<file path="src/rtl/ula_share_arbiter_if.sv">
// ula_share_arbiter_if
// Groups every signal between the arbiter and its surroundings, apart from
// the clock and reset.
//   req0_* / req1_*  : the two requesters' valid/ready handshakes and operands
//   ula_*            : operands and op code out to the shared ULA, plus its
//                      combinational result and zero flag coming back
//   rsp_*            : the captured response and its valid/ready handshake
//   served0/served1  : saturating counts of completed responses per requester
// Modports:
//   master : the environment (requesters, ULA, response consumer)
//   slave  : the arbiter
interface ula_share_arbiter_if #(
  parameter int DATA_W = 20,
  parameter int CNT_W  = 16
);
  logic              req0_valid;
  logic              req0_ready;
  logic [DATA_W-1:0] req0_opA;
  logic [DATA_W-1:0] req0_opB;
  logic [1:0]        req0_ctrl;

  logic              req1_valid;
  logic              req1_ready;
  logic [DATA_W-1:0] req1_opA;
  logic [DATA_W-1:0] req1_opB;
  logic [1:0]        req1_ctrl;

  logic [1:0]        ula_control;
  logic [DATA_W-1:0] ula_opA;
  logic [DATA_W-1:0] ula_opB;
  logic [DATA_W-1:0] ula_result;
  logic              ula_zero;

  logic              rsp_valid;
  logic              rsp_id;
  logic [DATA_W-1:0] rsp_result;
  logic              rsp_zero;
  logic              rsp_ready;

  logic [CNT_W-1:0]  served0;
  logic [CNT_W-1:0]  served1;

  modport master (
    output req0_valid, req0_opA, req0_opB, req0_ctrl,
    input  req0_ready,
    output req1_valid, req1_opA, req1_opB, req1_ctrl,
    input  req1_ready,
    input  ula_control, ula_opA, ula_opB,
    output ula_result, ula_zero,
    input  rsp_valid, rsp_id, rsp_result, rsp_zero,
    output rsp_ready,
    input  served0, served1
  );

  modport slave (
    input  req0_valid, req0_opA, req0_opB, req0_ctrl,
    output req0_ready,
    input  req1_valid, req1_opA, req1_opB, req1_ctrl,
    output req1_ready,
    output ula_control, ula_opA, ula_opB,
    input  ula_result, ula_zero,
    output rsp_valid, rsp_id, rsp_result, rsp_zero,
    input  rsp_ready,
    output served0, served1
  );
endinterface

</file>
<file path="src/rtl/ula_share_arbiter.sv">
// ula_share_arbiter
// Shares one combinational ULA between two requesters. A grant in IDLE
// latches the winner's operands, EXEC spends one cycle letting the ULA settle
// and captures its outputs, and RESP holds the response until the consumer
// takes it. Arbitration is round-robin, and the preference flips to the other
// requester each time a response is taken.
// Ports:
//   clock : rising-edge clock
//   reset : synchronous active-high reset
//   bus   : ula_share_arbiter_if slave modport (requests, ULA, response, counters)
module ula_share_arbiter #(
  parameter int DATA_W = 20,
  parameter int CNT_W  = 16
) (
  input logic               clock,
  input logic               reset,
  ula_share_arbiter_if.slave bus
);

  typedef enum logic [1:0] {
    IDLE,
    EXEC,
    RESP
  } state_t;

  state_t            state;
  state_t            next_state;
  logic              prio;
  logic              owner;
  logic [DATA_W-1:0] op_a;
  logic [DATA_W-1:0] op_b;
  logic [1:0]        op_ctrl;
  logic [DATA_W-1:0] result_q;
  logic              zero_q;
  logic [CNT_W-1:0]  served0_q;
  logic [CNT_W-1:0]  served1_q;

  logic grant_valid;
  logic grant_id;
  logic rsp_valid_c;
  logic handshake;

  // Readies and rsp_valid are masked during reset, so a requester or the
  // consumer never sees a handshake in a cycle the reset is going to discard.
  always_comb begin
    next_state  = state;
    grant_valid = 1'b0;
    grant_id    = 1'b0;
    rsp_valid_c = 1'b0;
    case (state)
      IDLE: begin
        if (!reset && (bus.req0_valid || bus.req1_valid)) begin
          grant_valid = 1'b1;
          // Prefer prio when both compete; otherwise take whoever is asking.
          grant_id    = (bus.req0_valid && bus.req1_valid) ? prio : bus.req1_valid;
          next_state  = EXEC;
        end
      end
      EXEC: begin
        next_state = RESP;
      end
      RESP: begin
        rsp_valid_c = !reset;
        if (bus.rsp_ready) begin
          next_state = IDLE;
        end
      end
      default: begin
        next_state = IDLE;
      end
    endcase
  end

  assign handshake = rsp_valid_c && bus.rsp_ready;

  // State, operand, response and counter registers.
  always_ff @(posedge clock) begin
    if (reset) begin
      state     <= IDLE;
      prio      <= 1'b0;
      owner     <= 1'b0;
      op_a      <= '0;
      op_b      <= '0;
      op_ctrl   <= 2'b00;
      result_q  <= '0;
      zero_q    <= 1'b0;
      served0_q <= '0;
      served1_q <= '0;
    end else begin
      state <= next_state;
      if (grant_valid) begin
        owner   <= grant_id;
        op_a    <= grant_id ? bus.req1_opA  : bus.req0_opA;
        op_b    <= grant_id ? bus.req1_opB  : bus.req0_opB;
        op_ctrl <= grant_id ? bus.req1_ctrl : bus.req0_ctrl;
      end
      if (state == EXEC) begin
        result_q <= bus.ula_result;
        zero_q   <= bus.ula_zero;
      end
      if (handshake) begin
        prio <= ~owner;
        // Counters stick at all-ones rather than wrapping back to zero.
        if (!owner && (served0_q != '1)) begin
          served0_q <= served0_q + 1'b1;
        end
        if (owner && (served1_q != '1)) begin
          served1_q <= served1_q + 1'b1;
        end
      end
    end
  end

  assign bus.req0_ready  = grant_valid && !grant_id;
  assign bus.req1_ready  = grant_valid && grant_id;
  assign bus.ula_control = op_ctrl;
  assign bus.ula_opA     = op_a;
  assign bus.ula_opB     = op_b;
  assign bus.rsp_valid   = rsp_valid_c;
  assign bus.rsp_id      = owner;
  assign bus.rsp_result  = result_q;
  assign bus.rsp_zero    = zero_q;
  assign bus.served0     = served0_q;
  assign bus.served1     = served1_q;

endmodule

</file>
<file path="src/flat_wrapper.sv">
// flat-port wrapper written by rule: the top's interface ports become plain ports
module ula_share_arbiter_flat 
#(
  parameter int DATA_W = 20,
  parameter int CNT_W  = 16
)
  (clock, reset, bus_req0_valid, bus_req0_opA, bus_req0_opB, bus_req0_ctrl, bus_req0_ready, bus_req1_valid, bus_req1_opA, bus_req1_opB, bus_req1_ctrl, bus_req1_ready, bus_ula_control, bus_ula_opA, bus_ula_opB, bus_ula_result, bus_ula_zero, bus_rsp_valid, bus_rsp_id, bus_rsp_result, bus_rsp_zero, bus_rsp_ready, bus_served0, bus_served1);
  ula_share_arbiter_if #(.DATA_W(DATA_W), .CNT_W(CNT_W)) bus_i ();
  input logic clock;
  input logic reset;
  input wire logic [$bits(bus_i.req0_valid)-1:0] bus_req0_valid;
  input wire logic [$bits(bus_i.req0_opA)-1:0] bus_req0_opA;
  input wire logic [$bits(bus_i.req0_opB)-1:0] bus_req0_opB;
  input wire logic [$bits(bus_i.req0_ctrl)-1:0] bus_req0_ctrl;
  output wire logic [$bits(bus_i.req0_ready)-1:0] bus_req0_ready;
  input wire logic [$bits(bus_i.req1_valid)-1:0] bus_req1_valid;
  input wire logic [$bits(bus_i.req1_opA)-1:0] bus_req1_opA;
  input wire logic [$bits(bus_i.req1_opB)-1:0] bus_req1_opB;
  input wire logic [$bits(bus_i.req1_ctrl)-1:0] bus_req1_ctrl;
  output wire logic [$bits(bus_i.req1_ready)-1:0] bus_req1_ready;
  output wire logic [$bits(bus_i.ula_control)-1:0] bus_ula_control;
  output wire logic [$bits(bus_i.ula_opA)-1:0] bus_ula_opA;
  output wire logic [$bits(bus_i.ula_opB)-1:0] bus_ula_opB;
  input wire logic [$bits(bus_i.ula_result)-1:0] bus_ula_result;
  input wire logic [$bits(bus_i.ula_zero)-1:0] bus_ula_zero;
  output wire logic [$bits(bus_i.rsp_valid)-1:0] bus_rsp_valid;
  output wire logic [$bits(bus_i.rsp_id)-1:0] bus_rsp_id;
  output wire logic [$bits(bus_i.rsp_result)-1:0] bus_rsp_result;
  output wire logic [$bits(bus_i.rsp_zero)-1:0] bus_rsp_zero;
  input wire logic [$bits(bus_i.rsp_ready)-1:0] bus_rsp_ready;
  output wire logic [$bits(bus_i.served0)-1:0] bus_served0;
  output wire logic [$bits(bus_i.served1)-1:0] bus_served1;
  assign bus_i.req0_valid = bus_req0_valid;
  assign bus_i.req0_opA = bus_req0_opA;
  assign bus_i.req0_opB = bus_req0_opB;
  assign bus_i.req0_ctrl = bus_req0_ctrl;
  assign bus_req0_ready = bus_i.req0_ready;
  assign bus_i.req1_valid = bus_req1_valid;
  assign bus_i.req1_opA = bus_req1_opA;
  assign bus_i.req1_opB = bus_req1_opB;
  assign bus_i.req1_ctrl = bus_req1_ctrl;
  assign bus_req1_ready = bus_i.req1_ready;
  assign bus_ula_control = bus_i.ula_control;
  assign bus_ula_opA = bus_i.ula_opA;
  assign bus_ula_opB = bus_i.ula_opB;
  assign bus_i.ula_result = bus_ula_result;
  assign bus_i.ula_zero = bus_ula_zero;
  assign bus_rsp_valid = bus_i.rsp_valid;
  assign bus_rsp_id = bus_i.rsp_id;
  assign bus_rsp_result = bus_i.rsp_result;
  assign bus_rsp_zero = bus_i.rsp_zero;
  assign bus_i.rsp_ready = bus_rsp_ready;
  assign bus_served0 = bus_i.served0;
  assign bus_served1 = bus_i.served1;
  ula_share_arbiter #(.DATA_W(DATA_W), .CNT_W(CNT_W)) u_core (.clock(clock), .reset(reset), .bus(bus_i));
endmodule
</file>
<file path="config.mk">
export PLATFORM = sky130hd
export DESIGN_NAME = ula_share_arbiter_flat
export DESIGN_NICKNAME = d
export VERILOG_FILES = /design/src/rtl/ula_share_arbiter_if.sv /design/src/rtl/ula_share_arbiter.sv /design/src/flat_wrapper.sv
export SDC_FILE = /design/constraint.sdc
export NUM_CORES = 1
export LEC_CHECK = 0
export ABC_AREA = 0
export CAP_MARGIN = 15
export CELL_PAD_IN_SITES_DETAIL_PLACEMENT = 0
export CELL_PAD_IN_SITES_GLOBAL_PLACEMENT = 1
export CORE_MARGIN = 5
export CORE_UTILIZATION = 30
export CTS_CLUSTER_SIZE = 24
export DETAILED_ROUTE_END_ITERATION = 16
export PLACE_DENSITY = 0.92
export SYNTH_ARGS = -nofsm -noshare
export SYNTH_HDL_FRONTEND = slang
export SYNTH_SLANG_ARGS = --single-unit
</file>
<file path="constraint.sdc">
create_clock -name clock -period 5 [get_ports clock]
set_input_delay 1 -clock clock [delete_from_list [all_inputs] [get_ports clock]]
set_output_delay 1 -clock clock [all_outputs]
set_load 0.1 [all_outputs]
</file>
# Word level (Yosys, flattened, before mapping)

Index checks and enable logic that the tools add are counted.

Memories: 0
ROM bits: 0
Register bits after elaboration: 99
Bits of input ports: 110
Latch bits: 0
Word-level logic and storage cells: 46
Memory bits (writable): 0

Shift-type cells: 0
Reductions and logical operators: 15
Add/subtract/negate cells: 2
Mux-type cells: 12
Div/mod/pow operators: 0
Multiply operators: 0
Bitwise logic cells: 1
Equality and inequality tests: 6
Order comparisons: 0

Operators with widths:

| kind                  | number |
|---|---|
| $mux 20               | 2 |
| $add 16x1->16 const B | 2 |
| $ne 16x16->1 const B  | 2 |
| $logic_and 1x1->1     | 7 |
| $mux 1                | 6 |
| $mux 2                | 3 |
| $pmux 2 s3            | 1 |
| $reduce_and 2->1      | 3 |
| $logic_not 1->1       | 3 |
| $eq 2x1->1 const B    | 1 |
| $eq 2x2->1 const B    | 1 |
| $logic_not 2->1       | 1 |
| $ne 2x1->1 const B    | 1 |
| $ne 2x2->1 const B    | 1 |
| $logic_or 1x1->1      | 1 |
| $not 1->1             | 1 |

# Longest topological paths before layout

Gate-level depths: netlist (run 1).

Depth after elaboration: 6
Depth in mapped cells: 6
Depth with buffers taken out: 5

# Worst setup path after synthesis (run 1)

No wires, ideal clock.

Path kind: input to output
Start point: in reset
End point: out bus_rsp_valid
Arrival: 3.528 ns
Slack: 0.472 ns
Buffers on the path: 2
Cell stages on the path: 3
Data required time: 4.000 ns
Cells stage by stage: buf_6 clkbuf_1 nor3b_1

Cells in the longest elaborated chain, start to end: 2

Ends and longest elaborated chain:

| item            | line                    | text |
|---|---|---|
| from (decl)     | flat_wrapper.sv:10      | `input logic reset;` |
| $logic_not 1->1 | ula_share_arbiter.sv:63 | `rsp_valid_c = !reset;` |
| $mux 1          | ula_share_arbiter.sv:50 | `case (state)` |
| to (decl)       | flat_wrapper.sv:26      | `output wire logic [$bits(bus_i.rsp_valid)-1:0] bus_rsp_valid;` |

Every way passes these cells.

# Worst setup path in the final report (run 1)

Start point: in bus_req1_valid
End point: out bus_req1_ready

Cells in the longest elaborated chain, start to end: 5
Elaborated cells on any way between the ends: 9

Ends and longest elaborated chain:

| item                                                  | line                                             | text |
|---|---|---|
| from (decl)                                           | flat_wrapper.sv:16                               | `input wire logic [$bits(bus_i.req1_valid)-1:0] bus_req1_valid;` |
| $logic_and 1x1->1 or $logic_or 1x1->1 (tied branches) | ula_share_arbiter.sv:55, ula_share_arbiter.sv:52 |  |
| $mux 1 or $logic_and 1x1->1 (tied branches)           | ula_share_arbiter.sv:55, ula_share_arbiter.sv:52 |  |
| $mux 1                                                | ula_share_arbiter.sv:52                          | `if (!reset && (bus.req0_valid \|\| bus.req1_valid)) begin` |
| $mux 1                                                | ula_share_arbiter.sv:50                          |  |
| $logic_and 1x1->1 (*)                                 | ula_share_arbiter.sv:115                         | `assign bus.req1_ready = grant_valid && grant_id;` |
| to (decl)                                             | flat_wrapper.sv:20                               | `output wire logic [$bits(bus_i.req1_ready)-1:0] bus_req1_ready;` |

Mark *: on every way between the ends. The rest lies on a longest branch, timed or not.

==> impl_metrics.json, run 1 <==
{
  "status": "finished clean",
  "critPathKind": "in2out",
  "dr_wl_met2_mm": 6.35,
  "cts_setup_buffers": 0,
  "cts_buffers": 9,
  "core_mm2": 0.0145,
  "fin_crit_ns": 3.67,
  "drt-met1-wl_mm": 5.60,
  "drive_above_1_share": 0.0462,
  "irDropWorstVdd_mv": 0.162,
  "synth-warning-count": 0,
  "wl_per_cell_um": 15.3,
  "rsz0062_at_grt": "no",
  "grt_pass1_wl_mm": 22.2,
  "max_freq_mhz": 272,
  "r2r_slack_ns": 2.85,
  "grt_start_max_net_pins": 101,
  "layout.nets": 802,
  "drtIter0Drc": 244,
  "clock_skew_ns": 0.00449,
  "final.period_utilization": 0.734,
  "fp.dieArea_mm2": 0.0172,
  "fillerInstances": 1370,
  "wl_met3_mm": 1.18,
  "hpwl_mm": 10.1,
  "hp-class": "reg2reg",
  "crit_path_max_fanout": 30,
  "cts_resized": 0,
  "area_growth_pct": 57.5,
  "syn-num-nets": 610,
  "arrival_ns": 2.67,
  "worstHoldStart": "u_core.bus.rsp_result[6]",
  "setup.worst_path.start_class": "primary input",
  "syn_area_per_cell_um2": 8.85,
  "setup_viol": 0,
  "die_h_um": 131,
  "cts-htree-levels": 3,
  "crit_start": "bus_req1_valid",
  "cts.sinks": 99,
  "top_layer_used": "met4",
  "ys_seq_area_frac": 0.450,
  "clkLatencyLatePin_ns": 0.34,
  "diodes": 0,
  "cts_buffer_depth": 2,
  "portBuffers": 208,
  "final_area_mm2": 0.00694,
  "via_count": 4413,
  "overflow": 0,
  "fp.dieW_um": 131,
  "p_leak_nw": 2.53,
  "firstDrtPassIters": 6,
  "tightest_slew_ns": 1.03,
  "ant_nets": 0,
  "fin_tns_setup_ns": 0,
  "ys_ff_latch": 99,
  "num_rows": 44,
  "synth_cells": 498,
  "ios": 209,
  "place_congestion": 0.799,
  "antenna_found_initial": 0,
  "setup.worst_path.end_class": "primary output",
  "ys_types": 40,
  "grtUsageTotal": 0.155,
  "initial_core_util": 0.304,
  "syn_area_mm2": 0.00441,
  "root_buffer": "clkbuf_16",
  "worstPathRequired_ns": 4.00,
  "finalMaxSlewViolations": 0,
  "power.density_mw_per_mm2": 327,
  "wl_mm": 13.4,
  "relSlewSlack": 0.313,
  "timing.rr.start": "u_core.bus.served0[0]",
  "ctsHoldBuffers": 0,
  "cap_viol_max_count": 0,
  "drc": 0,
  "clk_pin_slew_ns": 0.06,
  "hold_viol": 0,
  "dpl-instance-area_mm2": 0.00662,
  "viasPerCell": 5.03,
  "cts_tree": "yes",
  "grt_pass1_vias": 4354
}
[layout by cell type, fill, tap and decap left out, types with 2 or more instances in the layout]
cell type        synthesis  layout
clkdlybuf4s50_1          0     204
dfxtp_1                 99      99
nor2_1                  59      59
nand2_1                 57      57
mux2i_1                 44      44
a211oi_1                44      44
a21oi_1                 38      38
o31ai_1                 13      13
nand4_1                 10      10
nor4_1                  11      10
inv_1                    9       9
or4_1                    9       9
clkbuf_16                0       9
buf_4                    0       9
nand3_1                  7       7
or3_1                    7       7
o21ai_0                  8       7
nor2b_1                  6       6
mux2_2                   6       6
o311ai_0                 5       5
and3_1                   4       4
o211ai_1                 4       4
and2_1                   3       3
o41ai_1                  3       3
a31oi_1                  3       3
and4_1                   2       2
nor3_1                   2       2
o2111ai_1                2       2
ha_1                     2       2
clkbuf_8                 0       2
bufinv_16                0       2
[flip-flops by register name, indices dropped and copies added, names as in the netlist, 2 cells and up]
signal	cells
u_core.bus.rsp_result	20
u_core.bus.ula_opB	20
u_core.state	2
u_core.bus.ula_opA	20
u_core.bus.ula_control	2
u_core.bus.served1	16
u_core.bus.served0	16
[power by group]
part	total [mW]	switching, mW	internal, mW
combinational	0.662	0.460	0.202
clock	0.741	0.280	0.460
sequential	0.863	0.0276	0.836
total	2.27	0.768	1.50
[routing by layer]
| layer | global-route usage | vias up |
|---|---|---|
| met5 | 0 | - |
| met4 | 0.0624 | 0 |
| met3 | 0.0570 | 21 |
| met2 | 0.253 | 177 |
| met1 | 0.185 | 1992 |
| li1 | - | 2223 |
[final timing paths]
check	depth (start not counted)	end
max	6	bus_req1_ready
min	2	u_core.bus.rsp_result[6]
max reg2reg	5	u_core.bus.served0[3]
min reg2reg	2	u_core.bus.rsp_result[6]
[Yosys cell counts]
library cell	n	area, um2
a31oi_1	3	18.8
dfxtp_1	99	1980
o211a_1	1	10.0
o311ai_0	5	43.8
and2_1	3	18.8
nand4bb_4	1	27.5
o31ai_1	13	97.6
o2111ai_1	2	17.5
a211oi_1	44	330
nand3b_1	1	7.51
and4_1	2	17.5
nand3_1	7	35.0
ha_1	2	25.0
inv_1	9	33.8
nor2b_1	6	37.5
clkbuf_2	1	5.00
o211ai_1	4	30.0
nor3_1	2	10.0
nand2b_1	1	6.26
nor4_1	11	68.8
mux2i_1	44	440
buf_6	2	22.5
o21a_1	1	7.51
or3_1	7	43.8
and3_1	4	25.0
nand4_1	10	62.6
buf_1	5	18.8
or4b_1	1	10.0
nor4b_1	1	8.76
nor3b_1	1	7.51
buf_2	5	25.0
o21ai_0	8	40.0
and4bb_2	1	12.5
o41ai_1	3	26.3
clkbuf_1	19	71.3
a21oi_1	38	190
nand2_1	57	214
or4_1	9	67.6
mux2_2	6	67.6
nor2_1	59	221
[metrics by stage]
stage / cells / utilization / setup slack (ns) / hold WS (ns) / power, mW
after floorplan: 498 / - / 0.472 / 0.446 / 1.33
after global placement: 863 / 0.457 / 1.33 / 0.443 / 1.54
after detailed placement: 863 / 0.457 / 1.31 / 0.450 / 1.55
after CTS: 877 / 0.479 / 1.31 / 0.459 / 2.30
after global routing: 877 / 0.479 / 1.20 / 0.480 / 2.36
final: 877 / 0.479 / 1.33 / 0.455 / 2.27
[final cells by class]
class / count / area (um2) / area share
repair buffers: 213 / 2110 / 0.304
flip-flops and latches: 99 / 1980 / 0.286
clock buffers: 12 / 256 / 0.0370
clock inverters: 2 / 60.1 / 0.00866
well taps: 184 / 230 / 0.0332
inverters: 9 / 33.8 / 0.00487
multi-input cells: 358 / 2260 / 0.326
[worst max-delay path, stage by stage]
cell and delay [ns]:
clkdlybuf4s50_1 0.55, nor2_1 0.08, nor4_2 0.14, buf_4 0.32, o211a_1 0.26, buf_4 0.31
[cell families after synthesis]
family                     synth area share
buffers and inverters                0.0400
adders and majority gates           0.00568
DFF                                   0.450
muxes                                 0.115
AOI/OAI and AO/OA                     0.184
and+or+nand+nor                       0.205
Note: power is estimated with default switching activity, not from simulation.
==> run 2: changes to the inputs <==
Settings changed: CORE_UTILIZATION 30 to 26, PLACE_DENSITY 0.92 to 0.86.
Clock period 5 ns to 3.2 ns, I/O delays scaled along.
==> run 2 against run 1 <==
Net effect:
- sequential share of layout area up 0.66 points
- core utilization down 7.0 points
- critical endpoint is now bus_req0_ready
- die area up 14%
- cell area down 2.3%
- clock power up 48%
- register-to-register slack worse by 1.7 ns
==> impl_metrics.json, run 2 (same netlist as run 1, synthesis figures left out) <==
{
  "clock_skew_ns": 0.00875,
  "fp.dieW_um": 140,
  "hpwl_mm": 10.3,
  "cts_buffer_depth": 2,
  "initial_core_util": 0.266,
  "timing.rr.start": "u_core.bus.served0[0]",
  "setup.worst_path.start_class": "primary input",
  "drtIter0Drc": 176,
  "power.density_mw_per_mm2": 511,
  "ios": 209,
  "via_count": 4342,
  "clkLatencyLatePin_ns": 0.35,
  "status": "finished clean",
  "grt_pass1_wl_mm": 21.2,
  "viasPerCell": 4.74,
  "drc": 0,
  "cp_slowest_stage_delay_ns": 0.55,
  "cts_resized": 0,
  "num_rows": 47,
  "cts.sinks": 99,
  "ctsHoldBuffers": 0,
  "arrival_ns": 2.17,
  "final_cell_mix": "clkdlybuf4s50_1 (108), buf_4 (104), dfxtp_1 (99), nor2_1 (59), nand2_1 (57)",
  "critPathKind": "in2out",
  "clk_pin_slew_ns": 0.07,
  "fin_tns_setup_ns": 0,
  "worstPathRequired_ns": 2.56,
  "overflow": 0,
  "irDropWorstVdd_mv": 0.244,
  "top_usage_layer": "met2",
  "portBuffers": 208,
  "firstDrtPassIters": 4,
  "finalNonFillerCells": 917,
  "grtUsageTotal": 0.134,
  "diodes": 0,
  "hold_viol": 0,
  "grt_util_met2": 0.214,
  "p_leak_nw": 2.72,
  "cts-htree-levels": 3,
  "use_met1": 0.162,
  "drive_above_1_share": 0.189,
  "setup_viol": 0,
  "root_buffer": "clkbuf_16",
  "rsz0062_at_grt": "no",
  "area_growth_pct": 53.9,
  "p_clk_frac": 0.318,
  "antenna_found_initial": 0,
  "cts_tree": "yes",
  "relSlewSlack": 0.425,
  "dp_cells": 901,
  "finalMaxSlewViolations": 0,
  "core_mm2": 0.0166,
  "utilization": 0.409,
  "cts_setup_buffers": 0,
  "internal_power_mw": 2.23,
  "grt_use_met3": 0.0484,
  "cts_buffers": 9,
  "crit_start": "bus_req1_valid",
  "power_frac_comb": 0.294,
  "max_freq_mhz": 355,
  "final.period_utilization": 0.879,
  "die_h_um": 140,
  "layout_commonest_cell": "clkdlybuf4s50_1",
  "fin_crit_ns": 2.81,
  "wl_per_cell_um": 14.9,
  "place_congestion": 0.825,
  "crit_chain": "clkdlybuf4s50_1, nor2_1, nor4_2, buf_4, and2_1, buf_12",
  "setup.worst_path.end_class": "primary output",
  "tightest_slew_ns": 0.863,
  "power.switching_mw": 1.24,
  "worstHoldStart": "u_core.bus.rsp_result[7]",
  "wl_mm": 13.6,
  "grt_start_max_net_pins": 79,
  "layout.nets": 804,
  "grt_pass1_vias": 4040,
  "swShare": 0.357,
  "fp.dieArea_mm2": 0.0196,
  "cp_slowest_cell": "clkdlybuf4s50_1",
  "cap_viol_max_count": 0,
  "p_seq_frac": 0.389,
  "crit_path_max_fanout": 16,
  "hp-class": "reg2reg",
  "ant_nets": 0
}
run 2: cell count changes in the layout (fill, tap and decap cells not counted), moves of 2 or more:
cell,delta
buf_4,+95
buf_12,+3
clkinvlp_4,+2
clkdlybuf4s50_1,-96
run 2: worst max-delay path: cells and delay by family:
| family | cells | cell delay, ns |
|---|---|---|
| and+or+nand+nor | 3 | 0.52 |
| buffers and inverters | 3 | 1.02 |
run 2: cell type report:
class	instances	area, um2
clock buffers	12	246
clock inverters	4	50.0
fillers	1709	9800
inverters	9	33.8
multi-input cells	358	2270
flip-flops and latches	99	1980
well taps	220	275
repair buffers	215	1920
run 2: worst paths after layout:
kind	endpoint	slack, ns	depth (start not counted)
setup / recovery	bus_req0_ready	0.39	6
hold / removal	u_core.bus.rsp_result[7]	0.45	2
setup reg to reg	u_core.bus.served0[5]	1.11	5
hold reg to reg	u_core.bus.rsp_result[7]	0.45	2
run 2: through the flow:
step	hold slack [ns]	total power, mW	setup slack, ns	area [um2]
after detailed placement	0.449	2.40	0.381	6480
after CTS	0.458	3.52	0.362	6780
after global routing	0.471	3.61	0.260	6780
after global placement	0.444	2.40	0.411	6480
final	0.453	3.47	0.387	6780
after floorplan	0.446	2.09	0.128	4410
run 2: layer usage:
metal	vias to the layer above	share of wire
met5	-	0
met3	19	0.092
li1	2242	-
met2	155	0.46
met1	1926	0.43
met4	0	0.022
run 2: power groups by stage:
stage               combinational, mW  clock, mW  sequential, mW
finish                           1.02       1.10            1.35
global route                     1.06       1.19            1.36
CTS                              1.03       1.14            1.35
detailed placement               1.03          0            1.38
global placement                 1.03          0            1.37
floorplan                       0.214          0            1.87
==> run 3: changes to the inputs <==
Settings changed: MAX_ROUTING_LAYER set to met4, SKIP_LAST_GASP set to 1, SLEW_MARGIN set to 25.
==> run 3 against run 2 <==
Net effect:
- clock skew up 0.0013 ns
- cell count unchanged
- die area unchanged
- hold slack hardly changed
- fmax barely moved
- global-route usage up 0.40 points
- critical endpoint unchanged
- largest power group unchanged
- highest routed layer unchanged
==> impl_metrics.json, run 3 (same netlist as run 1, synthesis figures left out) <==
{
  "cts_setup_buffers": 0,
  "ios": 209,
  "crit_path_max_fanout": 16,
  "via_count": 4350,
  "tightest_slew_ns": 0.875,
  "fin_crit_ns": 2.82,
  "cp_slowest_cell": "clkdlybuf4s50_1",
  "fin_tns_setup_ns": 0,
  "die_h_um": 140,
  "core_mm2": 0.0166,
  "reg2reg_depth": 5,
  "p_leak_nw": 2.72,
  "root_buffer": "clkbuf_16",
  "crit_buf_inv": 3,
  "setup.worst_path.start_class": "primary input",
  "firstDrtPassIters": 4,
  "grt_pass1_vias": 4060,
  "critPathKind": "in2out",
  "grt_pass1_wl_mm": 21.1,
  "power.density_mw_per_mm2": 512,
  "max_freq_mhz": 355,
  "area_growth_pct": 53.9,
  "irDropWorstVdd_mv": 0.244,
  "finalMaxSlewViolations": 0,
  "setup_viol": 0,
  "clk_pin_slew_ns": 0.07,
  "wl_met3_mm": 1.06,
  "relSlewSlack": 0.416,
  "clkLatencyLatePin_ns": 0.35,
  "status": "finished clean",
  "cts_tree": "yes",
  "worstPathRequired_ns": 2.56,
  "drtIter0Drc": 181,
  "top_layer_used": "met4",
  "hold_viol": 0,
  "fp.dieW_um": 140,
  "path_delay_family": "buffers and inverters",
  "timing.rr.start": "u_core.bus.served0[0]",
  "setup.worst_path.end_class": "primary output",
  "ant_nets": 0,
  "cap_viol_max_count": 0,
  "hp-class": "reg2reg",
  "place_congestion": 0.837,
  "wl_mm": 13.6,
  "antenna_found_initial": 0,
  "cts_buffers": 9,
  "cts.sinks": 99,
  "worst_slack_ns": 0.384,
  "layout_commonest_cell": "clkdlybuf4s50_1",
  "grt_start_max_net_pins": 79,
  "diodes": 0,
  "grtUsageTotal": 0.138,
  "dp_slack_ns": 0.381,
  "cp_num_cells": 6,
  "hpwl_mm": 10.3,
  "layout.nets": 804,
  "final_cell_mix": "clkdlybuf4s50_1 (108), buf_4 (104), dfxtp_1 (99), nor2_1 (59), nand2_1 (57)",
  "arrival_ns": 2.18,
  "dr_wl_met2_mm": 6.27,
  "drc": 0,
  "drt-met1-wl_mm": 6.01,
  "cts_resized": 0,
  "viasPerCell": 4.74,
  "num_rows": 47,
  "wl_per_cell_um": 14.9,
  "rsz0062_at_grt": "no",
  "overflow": 0,
  "ctsHoldBuffers": 0,
  "whs_path_depth": 2,
  "fp.dieArea_mm2": 0.0196,
  "final.period_utilization": 0.880,
  "worstHoldStart": "u_core.bus.rsp_result[7]",
  "cp_slowest_stage_delay_ns": 0.55,
  "portBuffers": 208,
  "crit_chain": "clkdlybuf4s50_1, nor2_1, nor4_2, buf_4, and2_1, buf_12",
  "drive_above_1_share": 0.189,
  "cts-htree-levels": 3,
  "crit_start": "bus_req1_valid",
  "cts_buffer_depth": 2,
  "initial_core_util": 0.266,
  "clock_skew_ns": 0.0100
}
==> run 3: area by class of cell <==
class	count	area, um2
timing repair buffer	215	1920
tap	220	275
fill	1709	9800
sequential	99	1980
multi-input combinational	358	2270
inverter	9	33.8
clock inverter	4	50.0
clock buffer	12	246
==> run 3: power by group <==
part           switching [mW]  internal, mW  total [mW]
registers              0.0426          1.30        1.35
logic                   0.720         0.298        1.02
clock network           0.475         0.627        1.10
total                    1.24          2.23        3.47
==> run 3: final timing paths <==
kind | slack [ns] | endpoint
hold reg to reg | 0.45 | u_core.bus.rsp_result[7]
hold / removal | 0.45 | u_core.bus.rsp_result[7]
setup reg to reg | 1.11 | u_core.bus.served0[5]
setup / recovery | 0.38 | bus_req0_ready
==> run 3: through the flow <==
| stage | hold slack, ns | util | total power [mW] | instance area (um2) | instances |
|---|---|---|---|---|---|
| global route | 0.471 | 0.409 | 3.61 | 6780 | 917 |
| floorplan | 0.446 | - | 2.09 | 4410 | 498 |
| finish | 0.453 | 0.409 | 3.47 | 6780 | 917 |
| CTS | 0.458 | 0.409 | 3.52 | 6780 | 917 |
| detailed placement | 0.449 | 0.391 | 2.40 | 6480 | 901 |
| global placement | 0.444 | 0.391 | 2.40 | 6480 | 901 |
==> run 3: per-layer routing <==
layer / GRT usage / up-vias
met3: 0.0395 / 19
li1: - / 2237
met5: - / -
met4: 0.0556 / 0
met2: 0.215 / 158
met1: 0.167 / 1936
==> run 3: worst register-to-register path, cell delays in order, from the launching register on <==
cell       delay, ns
dfxtp_1         0.39
ha_1            0.28
inv_1           0.11
or4_1           0.60
o2111ai_1       0.23
mux2_2          0.36
